<file path="src/rtl/vga_timing_pkg.sv">
// Shared 640x480@60 timing constants and the frame-memory address helper.
package vga_timing_pkg;

    localparam int H_VISIBLE  = 640;
    localparam int H_FRONT    = 16;
    localparam int H_SYNC_W   = 96;
    localparam int H_BACK     = 48;
    localparam int H_TOTAL    = H_VISIBLE + H_FRONT + H_SYNC_W + H_BACK;

    localparam int V_VISIBLE  = 480;
    localparam int V_FRONT    = 10;
    localparam int V_SYNC_W   = 2;
    localparam int V_BACK     = 33;
    localparam int V_TOTAL    = V_VISIBLE + V_FRONT + V_SYNC_W + V_BACK;

    localparam int SCALE_DEF  = 4;
    localparam int VIRT_W_DEF = 160;

    // Row times a constant row pitch, built from shifted copies of the row.
    // With a constant k this reduces to a handful of adders (160 = 128 + 32).
    function automatic logic [14:0] shift_add_mul(input logic [9:0] v, input logic [14:0] k);
        logic [14:0] acc;
        acc = '0;
        for (int i = 0; i < 15; i++) begin
            if (k[i]) acc = acc + (15'(v) << i);
        end
        return acc;
    endfunction

endpackage

</file>
<file path="src/rtl/vga_timing_gen.sv">
// Pixel tick, x/y raster counters, raw active-low syncs and end-of-frame pulse.
module vga_timing_gen
    import vga_timing_pkg::*;
#(
    parameter int H_ACTIVE = H_VISIBLE,
    parameter int H_FP     = H_FRONT,
    parameter int H_SYNC   = H_SYNC_W,
    parameter int H_BP     = H_BACK,
    parameter int V_ACTIVE = V_VISIBLE,
    parameter int V_FP     = V_FRONT,
    parameter int V_SYNC   = V_SYNC_W,
    parameter int V_BP     = V_BACK
) (
    input  logic       clk_i,
    input  logic       rst_i,
    output logic       tick_o,
    output logic [9:0] x_o,
    output logic [9:0] y_o,
    output logic       hsync_n_o,
    output logic       vsync_n_o,
    output logic       active_o,
    output logic       frame_done_o
);

    localparam logic [9:0] H_LAST = 10'(H_ACTIVE + H_FP + H_SYNC + H_BP - 1);
    localparam logic [9:0] V_LAST = 10'(V_ACTIVE + V_FP + V_SYNC + V_BP - 1);
    localparam logic [9:0] H_ACT  = 10'(H_ACTIVE);
    localparam logic [9:0] V_ACT  = 10'(V_ACTIVE);
    localparam logic [9:0] HS_BEG = 10'(H_ACTIVE + H_FP);
    localparam logic [9:0] HS_END = 10'(H_ACTIVE + H_FP + H_SYNC);
    localparam logic [9:0] VS_BEG = 10'(V_ACTIVE + V_FP);
    localparam logic [9:0] VS_END = 10'(V_ACTIVE + V_FP + V_SYNC);

    logic       phase_q, phase_d;
    logic [9:0] x_q, x_d;
    logic [9:0] y_q, y_d;
    logic       fd_q, fd_d;

    // Next raster position; counters only move on the tick phase.
    always_comb begin
        phase_d = ~phase_q;
        x_d     = x_q;
        y_d     = y_q;
        fd_d    = 1'b0;
        if (phase_q) begin
            if (x_q == H_LAST) begin
                x_d = '0;
                if (y_q == V_LAST) begin
                    y_d  = '0;
                    fd_d = 1'b1;
                end else begin
                    y_d = y_q + 10'd1;
                end
            end else begin
                x_d = x_q + 10'd1;
            end
        end
    end

    // Raster state registers; phase starts at 0 so the first tick lands on the second clk.
    always_ff @(posedge clk_i or posedge rst_i) begin
        if (rst_i) begin
            phase_q <= 1'b0;
            x_q     <= '0;
            y_q     <= '0;
            fd_q    <= 1'b0;
        end else begin
            phase_q <= phase_d;
            x_q     <= x_d;
            y_q     <= y_d;
            fd_q    <= fd_d;
        end
    end

    assign tick_o       = phase_q;
    assign x_o          = x_q;
    assign y_o          = y_q;
    assign frame_done_o = fd_q;
    assign active_o     = (x_q < H_ACT) && (y_q < V_ACT);
    assign hsync_n_o    = !((x_q >= HS_BEG) && (x_q < HS_END));
    assign vsync_n_o    = !((y_q >= VS_BEG) && (y_q < VS_END));

endmodule

</file>
<file path="src/rtl/frame_scanout_reader.sv">
// Scans a 160x120 frame memory out to VGA, each word replicated over a 4x4 block.
// Read issued the clk after the tick that samples a position; RGB and delayed
// syncs/blank update together one tick later.
module frame_scanout_reader
    import vga_timing_pkg::*;
#(
    parameter int H_ACTIVE    = H_VISIBLE,
    parameter int V_ACTIVE    = V_VISIBLE,
    parameter int PIXEL_SCALE = SCALE_DEF,
    parameter int VIRT_WIDTH  = VIRT_W_DEF,
    parameter int H_FP        = H_FRONT,
    parameter int H_SYNC      = H_SYNC_W,
    parameter int H_BP        = H_TOTAL - H_VISIBLE - H_FRONT - H_SYNC_W,
    parameter int V_FP        = V_FRONT,
    parameter int V_SYNC      = V_SYNC_W,
    parameter int V_BP        = V_TOTAL - V_VISIBLE - V_FRONT - V_SYNC_W
) (
    input  logic        clk,
    input  logic        rst,
    output logic [14:0] mem_rd_addr,
    output logic        mem_rd_en,
    input  logic [23:0] mem_rd_data,
    output logic [7:0]  VGA_R,
    output logic [7:0]  VGA_G,
    output logic [7:0]  VGA_B,
    output logic        VGA_HS,
    output logic        VGA_VS,
    output logic        VGA_BLANK_N,
    output logic        VGA_SYNC_N,
    output logic        VGA_CLK,
    output logic [9:0]  x,
    output logic [9:0]  y,
    output logic        active_pixels,
    output logic        frame_done
);

    localparam int          SCALE_SH   = $clog2(PIXEL_SCALE);
    localparam int          MEM_WORDS  = VIRT_WIDTH * (V_ACTIVE / PIXEL_SCALE);
    localparam logic [14:0] ADDR_LIMIT = 15'(MEM_WORDS);
    localparam logic [14:0] ROW_PITCH  = 15'(VIRT_WIDTH);

    logic        tick;
    logic        hsync_raw, vsync_raw;
    logic [9:0]  col, row;
    logic [14:0] addr_calc;
    logic        issue;

    logic [14:0] addr_q, addr_d;
    logic        rd_en_q, rd_en_d;
    logic        vis_q, vis_d;
    logic        hs_p_q, hs_p_d;
    logic        vs_p_q, vs_p_d;
    logic [23:0] rgb_q, rgb_d;
    logic        hs_q, hs_d;
    logic        vs_q, vs_d;
    logic        blank_q, blank_d;

    vga_timing_gen #(
        .H_ACTIVE (H_ACTIVE),
        .H_FP     (H_FP),
        .H_SYNC   (H_SYNC),
        .H_BP     (H_BP),
        .V_ACTIVE (V_ACTIVE),
        .V_FP     (V_FP),
        .V_SYNC   (V_SYNC),
        .V_BP     (V_BP)
    ) u_timing (
        .clk_i        (clk),
        .rst_i        (rst),
        .tick_o       (tick),
        .x_o          (x),
        .y_o          (y),
        .hsync_n_o    (hsync_raw),
        .vsync_n_o    (vsync_raw),
        .active_o     (active_pixels),
        .frame_done_o (frame_done)
    );

    assign col       = x >> SCALE_SH;
    assign row       = y >> SCALE_SH;
    assign addr_calc = shift_add_mul(row, ROW_PITCH) + 15'(col);
    // The limit guard keeps a mis-sized raster from ever reading past the frame buffer.
    assign issue     = active_pixels && (addr_calc < ADDR_LIMIT);

    // Two-stage pixel pipeline: stage 1 issues the read and carries syncs,
    // stage 2 lands RGB together with the delayed syncs and blank.
    always_comb begin
        rd_en_d = 1'b0;
        addr_d  = addr_q;
        vis_d   = vis_q;
        hs_p_d  = hs_p_q;
        vs_p_d  = vs_p_q;
        rgb_d   = rgb_q;
        hs_d    = hs_q;
        vs_d    = vs_q;
        blank_d = blank_q;
        if (tick) begin
            rd_en_d = issue;
            if (issue) addr_d = addr_calc;
            vis_d   = issue;
            hs_p_d  = hsync_raw;
            vs_p_d  = vsync_raw;
            rgb_d   = vis_q ? mem_rd_data : '0;
            hs_d    = hs_p_q;
            vs_d    = vs_p_q;
            blank_d = vis_q;
        end
    end

    // Pipeline registers; clearing vis_q on reset drops any read still in flight.
    always_ff @(posedge clk or posedge rst) begin
        if (rst) begin
            addr_q  <= '0;
            rd_en_q <= 1'b0;
            vis_q   <= 1'b0;
            hs_p_q  <= 1'b1;
            vs_p_q  <= 1'b1;
            rgb_q   <= '0;
            hs_q    <= 1'b1;
            vs_q    <= 1'b1;
            blank_q <= 1'b0;
        end else begin
            addr_q  <= addr_d;
            rd_en_q <= rd_en_d;
            vis_q   <= vis_d;
            hs_p_q  <= hs_p_d;
            vs_p_q  <= vs_p_d;
            rgb_q   <= rgb_d;
            hs_q    <= hs_d;
            vs_q    <= vs_d;
            blank_q <= blank_d;
        end
    end

    assign mem_rd_addr = addr_q;
    assign mem_rd_en   = rd_en_q;
    assign VGA_R       = rgb_q[23:16];
    assign VGA_G       = rgb_q[15:8];
    assign VGA_B       = rgb_q[7:0];
    assign VGA_HS      = hs_q;
    assign VGA_VS      = vs_q;
    assign VGA_BLANK_N = blank_q;
    assign VGA_SYNC_N  = 1'b0;
    assign VGA_CLK     = tick;

endmodule

</file>
<file path="config.mk">
export PLATFORM = sky130hd
export DESIGN_NAME = frame_scanout_reader
export DESIGN_NICKNAME = d
export VERILOG_FILES = /design/src/rtl/vga_timing_pkg.sv /design/src/rtl/vga_timing_gen.sv /design/src/rtl/frame_scanout_reader.sv
export SDC_FILE = /design/constraint.sdc
export NUM_CORES = 1
export LEC_CHECK = 0
export ABC_AREA = 1
export CAP_MARGIN = 20
export CORE_MARGIN = 1
export CORE_UTILIZATION = 55
export DETAILED_ROUTE_END_ITERATION = 10
export DONT_BUFFER_PORTS = 1
export PLACE_DENSITY = 0.77
export REMOVE_ABC_BUFFERS = 1
export SKIP_CTS_REPAIR_TIMING = 1
export SLEW_MARGIN = 20
export SYNTH_ARGS = -nofsm -noshare
export SYNTH_HDL_FRONTEND = slang
export SYNTH_SLANG_ARGS = --single-unit
export TNS_END_PERCENT = 1
</file>
<file path="constraint.sdc">
create_clock -name clk -period 5.2 [get_ports clk]
set_input_delay 0.52 -clock clk [delete_from_list [all_inputs] [get_ports clk]]
set_output_delay 0.52 -clock clk [all_outputs]
set_load 0.02 [all_outputs]
</file>
Word-level counts from Yosys, hierarchy flattened:

Cells that the tools add are included.

* $add $sub $neg: 4
* order comparisons: 7
* equal/unequal tests: 2
* multiplexer cells: 7
* bitwise gates (word level): 1
* reduce and logical (&&, ||, !) cells: 8

Operators with widths (number)
* 24-bit two-way mux: 1
* 10-bit by 1-bit adder with 10-bit output, second input constant: 2
* 10-bit equality test, second input constant: 2
* 10-bit < comparator, second input constant: 2
* 10-bit by 9-bit < comparator with 1-bit output, second input constant: 2
* 10-bit two-way mux: 2
* 13-bit by 15-bit adder with 15-bit output: 1
* 15-bit by 8-bit adder with 15-bit output: 1
* 15-bit < comparator, second input constant: 1
* 10-bit greater-or-equal comparator, second input constant: 1
* 10-bit by 9-bit greater-or-equal comparator with 1-bit output, second input constant: 1
* 1-bit logical AND: 4
* 1-bit two-way mux: 4
* 2-bit AND reduction: 2
* 1-bit logical NOT: 2
* 1-bit inverter: 1

* flip-flop bits (word level): 68
* bits of input ports: 26
* output and inout bits: 67
* word-level logic and storage cells: 42

Logic depth before layout (Yosys ltp):

Gate-level depths: netlist of run 1.

* word-level depth: 5
* gate-level depth with buffers: 16
* mapped depth without buffers: 15

Cells and area by module:

A second synthesis of run 1 with hierarchy kept.

* cells, all modules: 466
* area, all modules: 3792.4 µm²

Modules (own cells, without submodules)
* frame_scanout_reader: times used 1, cells each 284, area an instance 2408.6 µm², seq. area each 1156.1 µm²
* vga_timing_gen: times used 1, cells each 182, area an instance 1383.8 µm², seq. area each 550.5 µm²

Worst setup path before layout of run 1:

No wires, ideal clock.

* kind: flip-flop to flip-flop
* from: register u_timing.y_q[4] (netlist: u_timing.y_o[4])
* to: register addr_q[1] (netlist: mem_rd_addr[1])
* setup time: 0.117 ns
* data arrival time: 2.681 ns
* data required time: 5.083 ns
* path slack: 2.403 ns
* stages on the path, launching flop included: 14
* buffers on the path: 1
* period minus slack after synthesis: 2.797 ns
* cells stage by stage: dfrtp_1 inv_1 fa_1 fa_1 nand3b_1 nand2_1 nand3_2 nor2_1 nor2_1 o21bai_4 nand2_4 buf_6 nand2_1 nand2_1

* cells in the longest elaborated chain, start to end: 5
* elaborated cells between the ends (all ways): 7
* classes of those cells: add/sub: 2; order compare: 2; reduce/logical: 3

RTL lines
* start, declared: RTL line vga_timing_gen.sv:36 `logic [9:0] y_q, y_d;`
* start signal, assigned: RTL line vga_timing_gen.sv:70 `y_q <= y_d;`
* 13-bit by 15-bit adder with 15-bit output: RTL line vga_timing_pkg.sv:25 `if (k[i]) acc = acc + (15'(v) << i);`
* 15-bit by 8-bit adder with 15-bit output: RTL line frame_scanout_reader.sv:81 `assign addr_calc = shift_add_mul(row, ROW_PITCH) + 15'(col);`
* 15-bit < comparator: RTL line frame_scanout_reader.sv:83 `assign issue = active_pixels && (addr_calc < ADDR_LIMIT);`
* 1-bit logical AND *: RTL line frame_scanout_reader.sv:83
* 2-bit AND reduction (no source line) *
* end signal, assigned: RTL line frame_scanout_reader.sv:123 `addr_q <= addr_d;`
* end, declared: RTL line frame_scanout_reader.sv:48 `logic [14:0] addr_q, addr_d;`

Every way passes the cells marked *; elsewhere a longest branch is shown, timed or not.
A chain may end at the register's enable or synchronous reset.

Worst setup path after layout of run 1:

* from: register u_timing.y_q[4] (netlist: u_timing.y_o[4])
* to: register addr_q[13] (netlist: mem_rd_addr[13])

* cells in the longest elaborated chain, start to end: 5
* elaborated cells between the ends (all ways): 7
* classes of those cells: add/sub: 2; order compare: 2; reduce/logical: 3

RTL lines (RTL line)
* 13-bit by 15-bit adder with 15-bit output: vga_timing_pkg.sv:25
* 15-bit by 8-bit adder with 15-bit output: frame_scanout_reader.sv:81
* 15-bit < comparator: frame_scanout_reader.sv:83
* 1-bit logical AND: frame_scanout_reader.sv:83
* 2-bit AND reduction (no source line)

Several ways; a longest one is shown, not always the timed one.

==> flow_metrics.env, run 1 <==
export IMPL_route_detailed_vias_per_inst=5.58
export IMPL_routedWlPerCell_um=15.1
export IMPL_worst_skew_pair_late_latency_ps=350
export IMPL_mostFrequentLayoutCell="sky130_fd_sc_hd__nand2_1"
export IMPL_powerDensity_nw_per_um2=267
export IMPL_total_routing_usage_gr_pct=23.4
export IMPL_ios=93
export IMPL_die_area_um2=6960
export IMPL_ff2ff_path_depth=12
export IMPL_yosys_warnings=0
export IMPL_max_vdd_ir_drop_v=0.000187
export IMPL_final_hold_violation_count=0
export IMPL_grt_use_met3_pct=8.35
export IMPL_gp_weighted_congestion=0.930
export IMPL_max_slew_margin_rel_pct=44.1
export IMPL_place_detailed_hpwl_um=5440
export IMPL_die_height_um=83.4
export IMPL_hold_path_class="input port to async pin"
export IMPL_final_slew_violations=0
export IMPL_dp_worst_setup_slack_ps=1920
export IMPL_critPathLaunch="u_timing.y_o[4]"
export IMPL_timing_worst_slew_pin_value_ps=839
export IMPL_drv_max_cap_violation_count=0
export IMPL_fmaxAchievable_ghz=0.302
export IMPL_buffers_on_ports=0
export IMPL_num_nets_final=482
export IMPL_crit_path_max_fanout=17
export IMPL_path_cells="inv_1 > fa_1 > fa_1 > nand3b_1 > nand2_1 > nand3_2 > nor2_1 > nor2_1 > o21bai_4 > nand2_4 > nand2_1 > nand2_1"
export IMPL_rows=29
export IMPL_cts_root_buffer_cell="sky130_fd_sc_hd__clkbuf_8"
export IMPL_post_route_drc_count=0
export IMPL_timing_clock_skew_ps=9.79
export IMPL_initial_core_util_pct=57.1
export IMPL_r2r_slack_ps=1880
export IMPL_grt_overflow_total=0
export IMPL_setup_tns_final_ps=0
export IMPL_hold_ws_ps=298
export IMPL_leakage_nw=2.05
export IMPL_worstReg2RegStart="u_timing.y_o[4]"
export IMPL_timing_critical_path_from_type="flip-flop"
export IMPL_cts_tree="built"
export IMPL_cts_clock_pin_slew_for_the_worst_setup_and_hold_paths_ps=80
export IMPL_crit_path_top_delay_cell="sky130_fd_sc_hd__dfrtp_1"
export IMPL_rsz0062_at_grt="false"
export IMPL_firstDrtPassIters=4
export IMPL_critical_path_required_ps=5440
export IMPL_cts_htree_levels=3
export IMPL_wire_length_after_detailed_routing_um=7810
export IMPL_insertedDiodeCount=0
export IMPL_synth_async_sr_flop_share_pct=100
export IMPL_final_setup_worst_slack_ps=1880
export IMPL_rr_endpoint="mem_rd_addr[13]"
export IMPL_seq_area_frac_synth_pct=46.8
export IMPL_tritoncts_buffers=9
export IMPL_period_share_pct=63.8
export IMPL_clock_sinks=68
export IMPL_syn_area_um2=3650
export IMPL_synth_cell_types=41
export IMPL_syn2layout_area_growth_pct=5.73
export IMPL_count_of_filler_cells_inserted_in_the_layout=576
export IMPL_grtUsageMet2_pct=38.3
export IMPL_final_cell_mix="134 x sky130_fd_sc_hd__nand2_1, 64 x sky130_fd_sc_hd__dfrtp_1, 54 x sky130_fd_sc_hd__nand3_1"
export IMPL_cp_endpoint="mem_rd_addr[13]"
export IMPL_routed_via_count=2887
export IMPL_grt_busiest_layer="met2"
export IMPL_antenna_violations_before_repair=0
export IMPL_synth_ff_latch_count=68
export IMPL_grt_first_pass_wirelength_um=12900
export IMPL_max_clock_path_buffers=2
export IMPL_crit_top_cell="sky130_fd_sc_hd__nand2_1"
export IMPL_gr_usage_met1_pct=27.8
export IMPL_fin_crit_ps=3320
export IMPL_synth_enable_flop_cells=0
export IMPL_crit_type="flip-flop to flip-flop"
export IMPL_post_route_cells_drive_above_1_share_pct=9.32
export IMPL_synthesis_area_per_instance_um2=8.27
export IMPL_core_region_area_um2=6390
export IMPL_status="finished, final reports clean"
export IMPL_dominantRegCellSynth="sky130_fd_sc_hd__dfrtp_1"
export IMPL_finalSetupViolations=0
export IMPL_largest_net_degree_at_the_start_of_global_routing=69
export IMPL_critical_path_max_stage_delay_ps=630
export IMPL_first_global_vias=2812
export IMPL_endpoint_kind="flip-flop"
export IMPL_cp_data_arrival_time_ps=3550
export IMPL_synthCells=441
export IMPL_dieWidth_um=83.4
export IMPL_drt_iter0_markers=232
export IMPL_routed_antenna_nets=0
metal layers:
metal  wire length (um)  vias to the layer above
met1               3270                     1342
met2               3740                      114
met5                  0                        -
met3                625                       17
li1                   -                     1414
met4                172                        0
worst min-delay path by stage:
stage | to | slack, ps
2_1_floorplan | VGA_HS | 450
3_3_place_gp | VGA_VS | 460
3_5_place_dp | VGA_HS | 460
4_1_cts | rgb_q[6] | 290
5_1_grt | rgb_q[6] | 290
6_report | mem_rd_addr[14] | 300
synth_stat cells, types with 2 or more instances:
library cell | count | share of area, %
sky130_fd_sc_hd__nand4_1 | 9 | 1.5
sky130_fd_sc_hd__nand2_1 | 134 | 14
sky130_fd_sc_hd__nor3_1 | 11 | 1.5
sky130_fd_sc_hd__inv_1 | 49 | 5.0
sky130_fd_sc_hd__nor4_1 | 6 | 1.0
sky130_fd_sc_hd__o21ai_0 | 13 | 1.8
sky130_fd_sc_hd__ha_1 | 19 | 6.5
sky130_fd_sc_hd__xor2_1 | 4 | 0.96
sky130_fd_sc_hd__nand3_2 | 2 | 0.55
sky130_fd_sc_hd__fa_1 | 2 | 1.1
sky130_fd_sc_hd__inv_2 | 2 | 0.21
sky130_fd_sc_hd__nor2_2 | 2 | 0.34
sky130_fd_sc_hd__buf_4 | 8 | 1.6
sky130_fd_sc_hd__a21oi_1 | 9 | 1.2
sky130_fd_sc_hd__clkbuf_1 | 8 | 0.82
sky130_fd_sc_hd__dfstp_2 | 4 | 2.9
sky130_fd_sc_hd__nor3_2 | 2 | 0.55
sky130_fd_sc_hd__nand3_1 | 54 | 7.4
sky130_fd_sc_hd__o21ai_1 | 3 | 0.41
sky130_fd_sc_hd__nand3b_1 | 2 | 0.41
sky130_fd_sc_hd__dfrtp_1 | 64 | 44
sky130_fd_sc_hd__nor2_1 | 15 | 1.5
registers in the layout (all words and copies together) (netlist names), 10 cells and up:
name	cells
rgb_q	24
mem_rd_addr	15
u_timing.x_o	10
u_timing.y_o	10
report_power, final:
group | switching (mW) | internal [mW] | leakage, nW
clock | 0.222 | 0.230 | 0.102
combinational | 0.0147 | 0.00553 | 1.10
sequential | 0.0188 | 0.538 | 0.847
kinds of logic after synthesis:
kind of cell,count (synthesis),share of synthesized area (%)
other,1,0.103
adders and majority gates,21,7.61
DFF,68,46.8
AOI/OAI and AO/OA,30,4.84
buffers and inverters,71,8.40
and+or+nand+nor,245,31.1
xor gates and xnor gates,5,1.20
final cells by class:
| class | instances | area, um2 | share of cell area (%) |
|---|---|---|---|
| Inverter | 52 | 196 | 5.09 |
| Multi-Input combinational cell | 302 | 1640 | 42.4 |
| Sequential cell | 68 | 1710 | 44.2 |
| Timing Repair Buffer | 2 | 15.0 | 0.389 |
| Clock buffer | 9 | 124 | 3.21 |
| Tap cell | 77 | 96.3 | 2.50 |
| Clock inverter | 7 | 83.8 | 2.17 |
critical path, delay by kind of cell, from the launching register on:
kind	cells	cell delay [ps]
fa+ha+maj	2	1030
compound gates	1	370
flops	1	630
buf+inv	1	210
simple gates	8	940
through the flow:
step | cell area [um2] | power (mW) | util, % | std cells
2_1_floorplan | 3540 | 0.582 | - | 422
3_3_place_gp | 3650 | 0.587 | 57.2 | 501
3_5_place_dp | 3650 | 0.588 | 57.2 | 501
4_1_cts | 3860 | 1.04 | 60.4 | 517
5_1_grt | 3860 | 1.06 | 60.4 | 517
6_report | 3860 | 1.03 | 60.4 | 517
No activity file was read; power rests on OpenSTA's default activity.
==> inputs of run 2 (changes only) <==
==> constraint.sdc (replaced) <==
create_clock -name clk -period 3.1 [get_ports clk]
set_input_delay 0.31 -clock clk [delete_from_list [all_inputs] [get_ports clk]]
set_output_delay 0.31 -clock clk [all_outputs]
set_load 0.02 [all_outputs]
==> run 2 against run 1 <==
Net effect: non-clock buffer count up 8; sequential power increased by 68%; hold slack worse by 330 ps; critical path type unchanged; the run now ends with negative hold slack left; design area grew 2.4%; fmax up 19%; clock skew increased by 1.9 ps; via count about the same; die area stayed put.
==> flow_metrics.env, run 2 (synthesized netlist as in run 1, its figures left out) <==
export IMPL_status="complete, but fails checks"
export IMPL_failing_checks="negative hold slack"
export IMPL_count_of_filler_cells_inserted_in_the_layout=561
export IMPL_fmaxAchievable_ghz=0.360
export IMPL_hold_path_class="input port to async pin"
export IMPL_tritoncts_buffers=9
export IMPL_wire_length_after_detailed_routing_um=7490
export IMPL_final_cell_mix="134 x sky130_fd_sc_hd__nand2_1, 64 x sky130_fd_sc_hd__dfrtp_1, 54 x sky130_fd_sc_hd__nand3_1"
export IMPL_largest_reg_flops=24
export IMPL_max_slew_margin_rel_pct=44.9
export IMPL_mostFrequentLayoutCell="sky130_fd_sc_hd__nand2_1"
export IMPL_final_slew_violations=0
export IMPL_cts_root_buffer_cell="sky130_fd_sc_hd__clkbuf_8"
export IMPL_rows=29
export IMPL_syn2layout_area_growth_pct=8.23
export IMPL_post_route_drc_count=0
export IMPL_non_filler_instance_count_after_layout=525
export IMPL_num_nets_final=490
export IMPL_place_detailed_hpwl_um=5630
export IMPL_route_detailed_vias_per_inst=5.50
export IMPL_critical_path_max_stage_delay_ps=490
export IMPL_rr_endpoint="mem_rd_addr[14]"
export IMPL_setup_tns_final_ps=0
export IMPL_largest_net_degree_at_the_start_of_global_routing=38
export IMPL_cts_clock_pin_slew_for_the_worst_setup_and_hold_paths_ps=80
export IMPL_die_area_um2=6960
export IMPL_path_delay_family="adder cells"
export IMPL_ios=93
export IMPL_total_routing_usage_gr_pct=22.9
export IMPL_seqPwrFrac_pct=50.6
export IMPL_final_hold_violation_count=30
export IMPL_rsz0062_at_grt="false"
export IMPL_sw_share_pct=21.4
export IMPL_crit_type="flip-flop to flip-flop"
export IMPL_hold_ws_ps=-27.2
export IMPL_core_region_area_um2=6390
export IMPL_max_vdd_ir_drop_v=0.000336
export IMPL_register_with_the_highest_flop_count="rgb_q"
export IMPL_post_route_cells_drive_above_1_share_pct=10.7
export IMPL_timing_worst_slew_pin_value_ps=826
export IMPL_antenna_violations_before_repair=0
export IMPL_timing_critical_path_from_type="flip-flop"
export IMPL_intPower_mw=1.45
export IMPL_leakage_nw=2.11
export IMPL_final_setup_worst_slack_ps=324
export IMPL_cts_htree_levels=3
export IMPL_cts_tree="built"
export IMPL_placed_cells=509
export IMPL_critical_path_required_ps=3360
export IMPL_max_clock_path_buffers=2
export IMPL_initial_core_util_pct=57.1
export IMPL_grt_overflow_total=0
export IMPL_powerDensity_nw_per_um2=467
export IMPL_grt_first_pass_wirelength_um=12700
export IMPL_drt_iter0_markers=177
export IMPL_gp_weighted_congestion=0.862
export IMPL_crit_path_max_fanout=10
export IMPL_crit_path_top_delay_cell="sky130_fd_sc_hd__fa_1"
export IMPL_logic_gate_share_of_total_power_pct=1.9
export IMPL_fin_crit_ps=2780
export IMPL_die_height_um=83.4
export IMPL_critical_path_buf_inv_count=2
export IMPL_cp_data_arrival_time_ps=3030
export IMPL_period_share_pct=89.5
export IMPL_dp_worst_setup_slack_ps=335
export IMPL_worst_skew_pair_late_latency_ps=340
export IMPL_dieWidth_um=83.4
export IMPL_r2r_slack_ps=320
export IMPL_path_cells="inv_1 > fa_1 > fa_1 > nand3b_1 > nand2_1 > nand3_2 > nor2_1 > nor2_1 > o21bai_4 > buf_4 > a21boi_0"
export IMPL_routed_antenna_nets=0
export IMPL_combined_area_of_the_multi_input_logic_cells_um2=1640
export IMPL_switchingPower_mw=0.396
export IMPL_final_seq_area_um2=1710
export IMPL_drv_max_cap_violation_count=0
export IMPL_timing_clock_skew_ps=11.7
export IMPL_firstDrtPassIters=4
export IMPL_worstReg2RegStart="u_timing.y_o[4]"
export IMPL_routedWlPerCell_um=14.3
export IMPL_clock_sinks=68
export IMPL_post_route_util_pct=61.8
export IMPL_routed_via_count=2885
export IMPL_buffers_on_ports=0
export IMPL_pwr_share_clk_pct=47.5
export IMPL_insertedDiodeCount=0
export IMPL_ff2ff_path_depth=11
export IMPL_first_global_vias=2837
export IMPL_finalSetupViolations=0
export IMPL_endpoint_kind="flip-flop"
==> run 2: cell type report <==
type	instances	share of cell area, %
sequential	68	43.2
multi-input combinational	302	41.4
inverter	52	4.97
clock buffer	10	3.23
clock inverter	6	2.82
tap	77	2.44
timing repair buffer	10	1.90
==> run 2: metrics by stage <==
| step | area, um2 | hold WS (ps) | total power, mW |
|---|---|---|---|
| 2_1_floorplan | 3540 | 446 | 0.976 |
| 3_3_place_gp | 3710 | 355 | 0.986 |
| 3_5_place_dp | 3710 | 360 | 0.987 |
| 4_1_cts | 3950 | -15.4 | 1.86 |
| 5_1_grt | 3950 | 14.9 | 1.90 |
| 6_report | 3950 | -27.2 | 1.84 |
==> run 2: power groups by stage <==
stage | clock network [mW] | registers, mW | logic, mW
after global placement | 0 | 0.951 | 0.0349
final | 0.876 | 0.934 | 0.0347
after detailed placement | 0 | 0.950 | 0.0371
after global routing | 0.926 | 0.935 | 0.0416
after CTS | 0.887 | 0.934 | 0.0364
after floorplan | 0 | 0.948 | 0.0277
==> run 2: how the worst max path moves through the flow <==
stage | startpoint | to | slack (ps) | cells past startpoint
final | u_timing.y_o[4] | mem_rd_addr[14] | 320 | 11
after global routing | u_timing.y_o[4] | mem_rd_addr[1] | 70 | 13
after CTS | u_timing.y_o[4] | mem_rd_addr[14] | 320 | 11
after detailed placement | u_timing.y_o[4] | mem_rd_addr[14] | 340 | 11
after global placement | u_timing.y_o[4] | mem_rd_addr[14] | 410 | 11
after floorplan | u_timing.y_o[4] | mem_rd_addr[1] | 260 | 12
==> run 2: layer usage <==
layer  global-route usage, %  part of all wire, %
met5                       0                    0
met3                    8.55                  8.9
met2                    38.3                   48
met4                    6.78                  1.0
met1                    27.6                   43
==> run 2: worst register-to-register path, cell delays in order, from the launching register on <==
cell                       delay, ps
sky130_fd_sc_hd__dfrtp_1         380
sky130_fd_sc_hd__inv_1           150
sky130_fd_sc_hd__fa_1            490
sky130_fd_sc_hd__fa_1            470
sky130_fd_sc_hd__nand3b_1        190
sky130_fd_sc_hd__nand2_1         110
sky130_fd_sc_hd__nand3_2          90
sky130_fd_sc_hd__nor2_1          100
sky130_fd_sc_hd__nor2_1           70
sky130_fd_sc_hd__o21bai_4        260
sky130_fd_sc_hd__buf_4           210
sky130_fd_sc_hd__a21boi_0        170
==> inputs of run 3 (changes only) <==
--- a/config.mk
+++ b/config.mk
@@ -7,6 +7,7 @@
 export LEC_CHECK = 0
 export ABC_AREA = 1
 export CAP_MARGIN = 20
+export CORE_ASPECT_RATIO = 0.5
 export CORE_MARGIN = 1
 export CORE_UTILIZATION = 55
 export DETAILED_ROUTE_END_ITERATION = 10
==> run 3 against run 2 <==
Net effect: the flow now finishes without violations; final cell count rose by 2.7%; hold slack improved by 150 ps; sequential share of layout area fell by 1.7 points; via count rose by 1.1%; clock power rose by 42%; global-route usage rose by 1.4 points; critical path depth rose by 2; worst setup slack got worse by 10 ps; non-clock buffer count rose by 3; first-iteration DRC count fell by 3.4%; flip-flop and latch count did not move; largest power group is now the clock network; highest routed layer unchanged.
==> flow_metrics.env, run 3 (synthesized netlist as in run 1, its figures left out) <==
export IMPL_placement_cell_area_um2=3740
export IMPL_drv_max_cap_violation_count=0
export IMPL_die_height_um=59.6
export IMPL_total_routing_usage_gr_pct=24.3
export IMPL_grt_overflow_total=0
export IMPL_dp_worst_setup_slack_ps=359
export IMPL_post_route_cells_drive_above_1_share_pct=11.1
export IMPL_crit_path_max_fanout=17
export IMPL_dieWidth_um=117
export IMPL_routed_via_count=2916
export IMPL_timing_worst_slew_pin_value_ps=863
export IMPL_critical_path_required_ps=3360
export IMPL_seqPwrFrac_pct=42.2
export IMPL_cts_clock_pin_slew_for_the_worst_setup_and_hold_paths_ps=60
export IMPL_sw_share_pct=19.5
export IMPL_leakage_nw=2.18
export IMPL_cp_data_arrival_time_ps=3050
export IMPL_status="finished, final reports clean"
export IMPL_crit_top_cell="sky130_fd_sc_hd__nand2_1"
export IMPL_mostFrequentLayoutCell="sky130_fd_sc_hd__nand2_1"
export IMPL_pwr_share_clk_pct=56.2
export IMPL_endpoint_kind="flip-flop"
export IMPL_max_vdd_ir_drop_v=0.000251
export IMPL_period_share_pct=89.9
export IMPL_routed_antenna_nets=0
export IMPL_max_slew_margin_rel_pct=42.5
export IMPL_final_hold_violation_count=0
export IMPL_fmaxAchievable_ghz=0.359
export IMPL_routedWlPerCell_um=14.5
export IMPL_final_slew_violations=0
export IMPL_syn2layout_area_growth_pct=12.8
export IMPL_timing_clock_skew_ps=6.67
export IMPL_r2r_slack_ps=310
export IMPL_path_cells="inv_1 > fa_1 > fa_1 > nand3b_1 > nand2_1 > nand3_2 > nand2_1 > nand2_1 > nand2_1 > nand3_4 > nand2_4 > nand2_1 > nand2_1"
export IMPL_num_nets_final=493
export IMPL_cts_tree="built"
export IMPL_rows=20
export IMPL_initial_core_util_pct=58.6
export IMPL_largest_reg_flops=24
export IMPL_place_detailed_hpwl_um=5430
export IMPL_antenna_violations_before_repair=0
export IMPL_first_global_vias=2691
export IMPL_ios=93
export IMPL_worst_skew_pair_late_latency_ps=330
export IMPL_final_setup_worst_slack_ps=314
export IMPL_fin_crit_ps=2790
export IMPL_die_area_um2=6980
export IMPL_design_area_um2=4110
export IMPL_gp_weighted_congestion=0.864
export IMPL_placed_cells=522
export IMPL_finalSetupViolations=0
export IMPL_route_detailed_vias_per_inst=5.41
export IMPL_clock_sinks=68
export IMPL_post_route_drc_count=0
export IMPL_register_with_the_highest_flop_count="rgb_q"
export IMPL_buffers_on_ports=0
export IMPL_crit_type="flip-flop to flip-flop"
export IMPL_hold_path_class="input port to flip-flop"
export IMPL_wire_length_after_detailed_routing_um=7800
export IMPL_switchingPower_mw=0.431
export IMPL_timing_critical_path_from_type="flip-flop"
export IMPL_drt_iter0_markers=171
export IMPL_setup_tns_final_ps=0
export IMPL_cts_htree_levels=3
export IMPL_largest_net_degree_at_the_start_of_global_routing=35
export IMPL_final_cell_mix="134 x sky130_fd_sc_hd__nand2_1, 64 x sky130_fd_sc_hd__dfrtp_1, 54 x sky130_fd_sc_hd__nand3_1"
export IMPL_grt_first_pass_wirelength_um=12500
export IMPL_non_filler_instance_count_after_layout=539
export IMPL_rsz0062_at_grt="false"
export IMPL_logic_gate_share_of_total_power_pct=1.6
export IMPL_core_region_area_um2=6230
export IMPL_critical_path_max_stage_delay_ps=480
export IMPL_crit_path_top_delay_cell="sky130_fd_sc_hd__fa_1"
export IMPL_tritoncts_buffers=9
export IMPL_intPower_mw=1.78
export IMPL_cts_root_buffer_cell="sky130_fd_sc_hd__clkbuf_16"
export IMPL_powerDensity_nw_per_um2=539
export IMPL_max_clock_path_buffers=2
export IMPL_insertedDiodeCount=0
export IMPL_firstDrtPassIters=4
==> run 3: changes by cell type in the layout (fill, tap and decap cells not counted) <==
cell,before,now
sky130_fd_sc_hd__dlygate4sd3_1,0,1
sky130_fd_sc_hd__clkinv_2,2,1
sky130_fd_sc_hd__bufinv_16,3,4
sky130_fd_sc_hd__buf_4,10,12
sky130_fd_sc_hd__clkbuf_16,0,9
sky130_fd_sc_hd__clkbuf_8,9,0
==> run 3: cell type report <==
class                      instances  area [um2]
sequential                        68        1710
inverter                          52         196
multi-input combinational        302        1640
tap                               88         110
timing repair buffer              13         100
clock inverter                     6         136
clock buffer                      10         229
fill                             499        2120
==> run 3: power by group through the flow <==
stage	combinational (mW)	clock, mW	sequential (mW)
6_report	0.0359	1.24	0.936
5_1_grt	0.0429	1.30	0.937
4_1_cts	0.0366	1.26	0.936
3_3_place_gp	0.0358	0	0.951
2_1_floorplan	0.0277	0	0.948
3_5_place_dp	0.0373	0	0.950
==> run 3: metal layers <==
metal  global-route usage, %  share of wire [%]  vias to the layer above
met2                    39.2                 48                      105
met1                    30.7                 43                     1365
met3                    8.18                7.5                       10
met4                    9.04                1.1                        0
li1                        -                  -                     1436
met5                       0                  0                        -
==> run 3: worst max-delay path, delay by kind of cell (launching register included) <==
family / cells / cell delay [ps]
adders and majority gates: 2 / 940
buffers and inverters: 1 / 160
DFF: 1 / 370
and+or+nand+nor: 10 / 1240
==> run 3: stage by stage <==
step	utilization [%]	total power, mW	hold WS (ps)
4_1_cts	65.9	2.23	-33.3
3_3_place_gp	60.0	0.987	313
5_1_grt	66.0	2.28	105
6_report	66.0	2.22	118
3_5_place_dp	60.0	0.988	316
2_1_floorplan	-	0.976	446
==> run 3: worst paths after layout <==
| check | endpoint | depth (start not counted) | from |
|---|---|---|---|
| setup / recovery | mem_rd_addr[0] | 13 | u_timing.y_o[4] |
| hold / removal | rgb_q[5] | 2 | mem_rd_data[5] |
| setup reg to reg | mem_rd_addr[0] | 13 | u_timing.y_o[4] |
| hold reg to reg | VGA_VS | 2 | vs_p_q |
| max in group asynchronous | VGA_VS | 3 | rst |
| min in group asynchronous | u_timing.x_o[2] | 2 | rst |
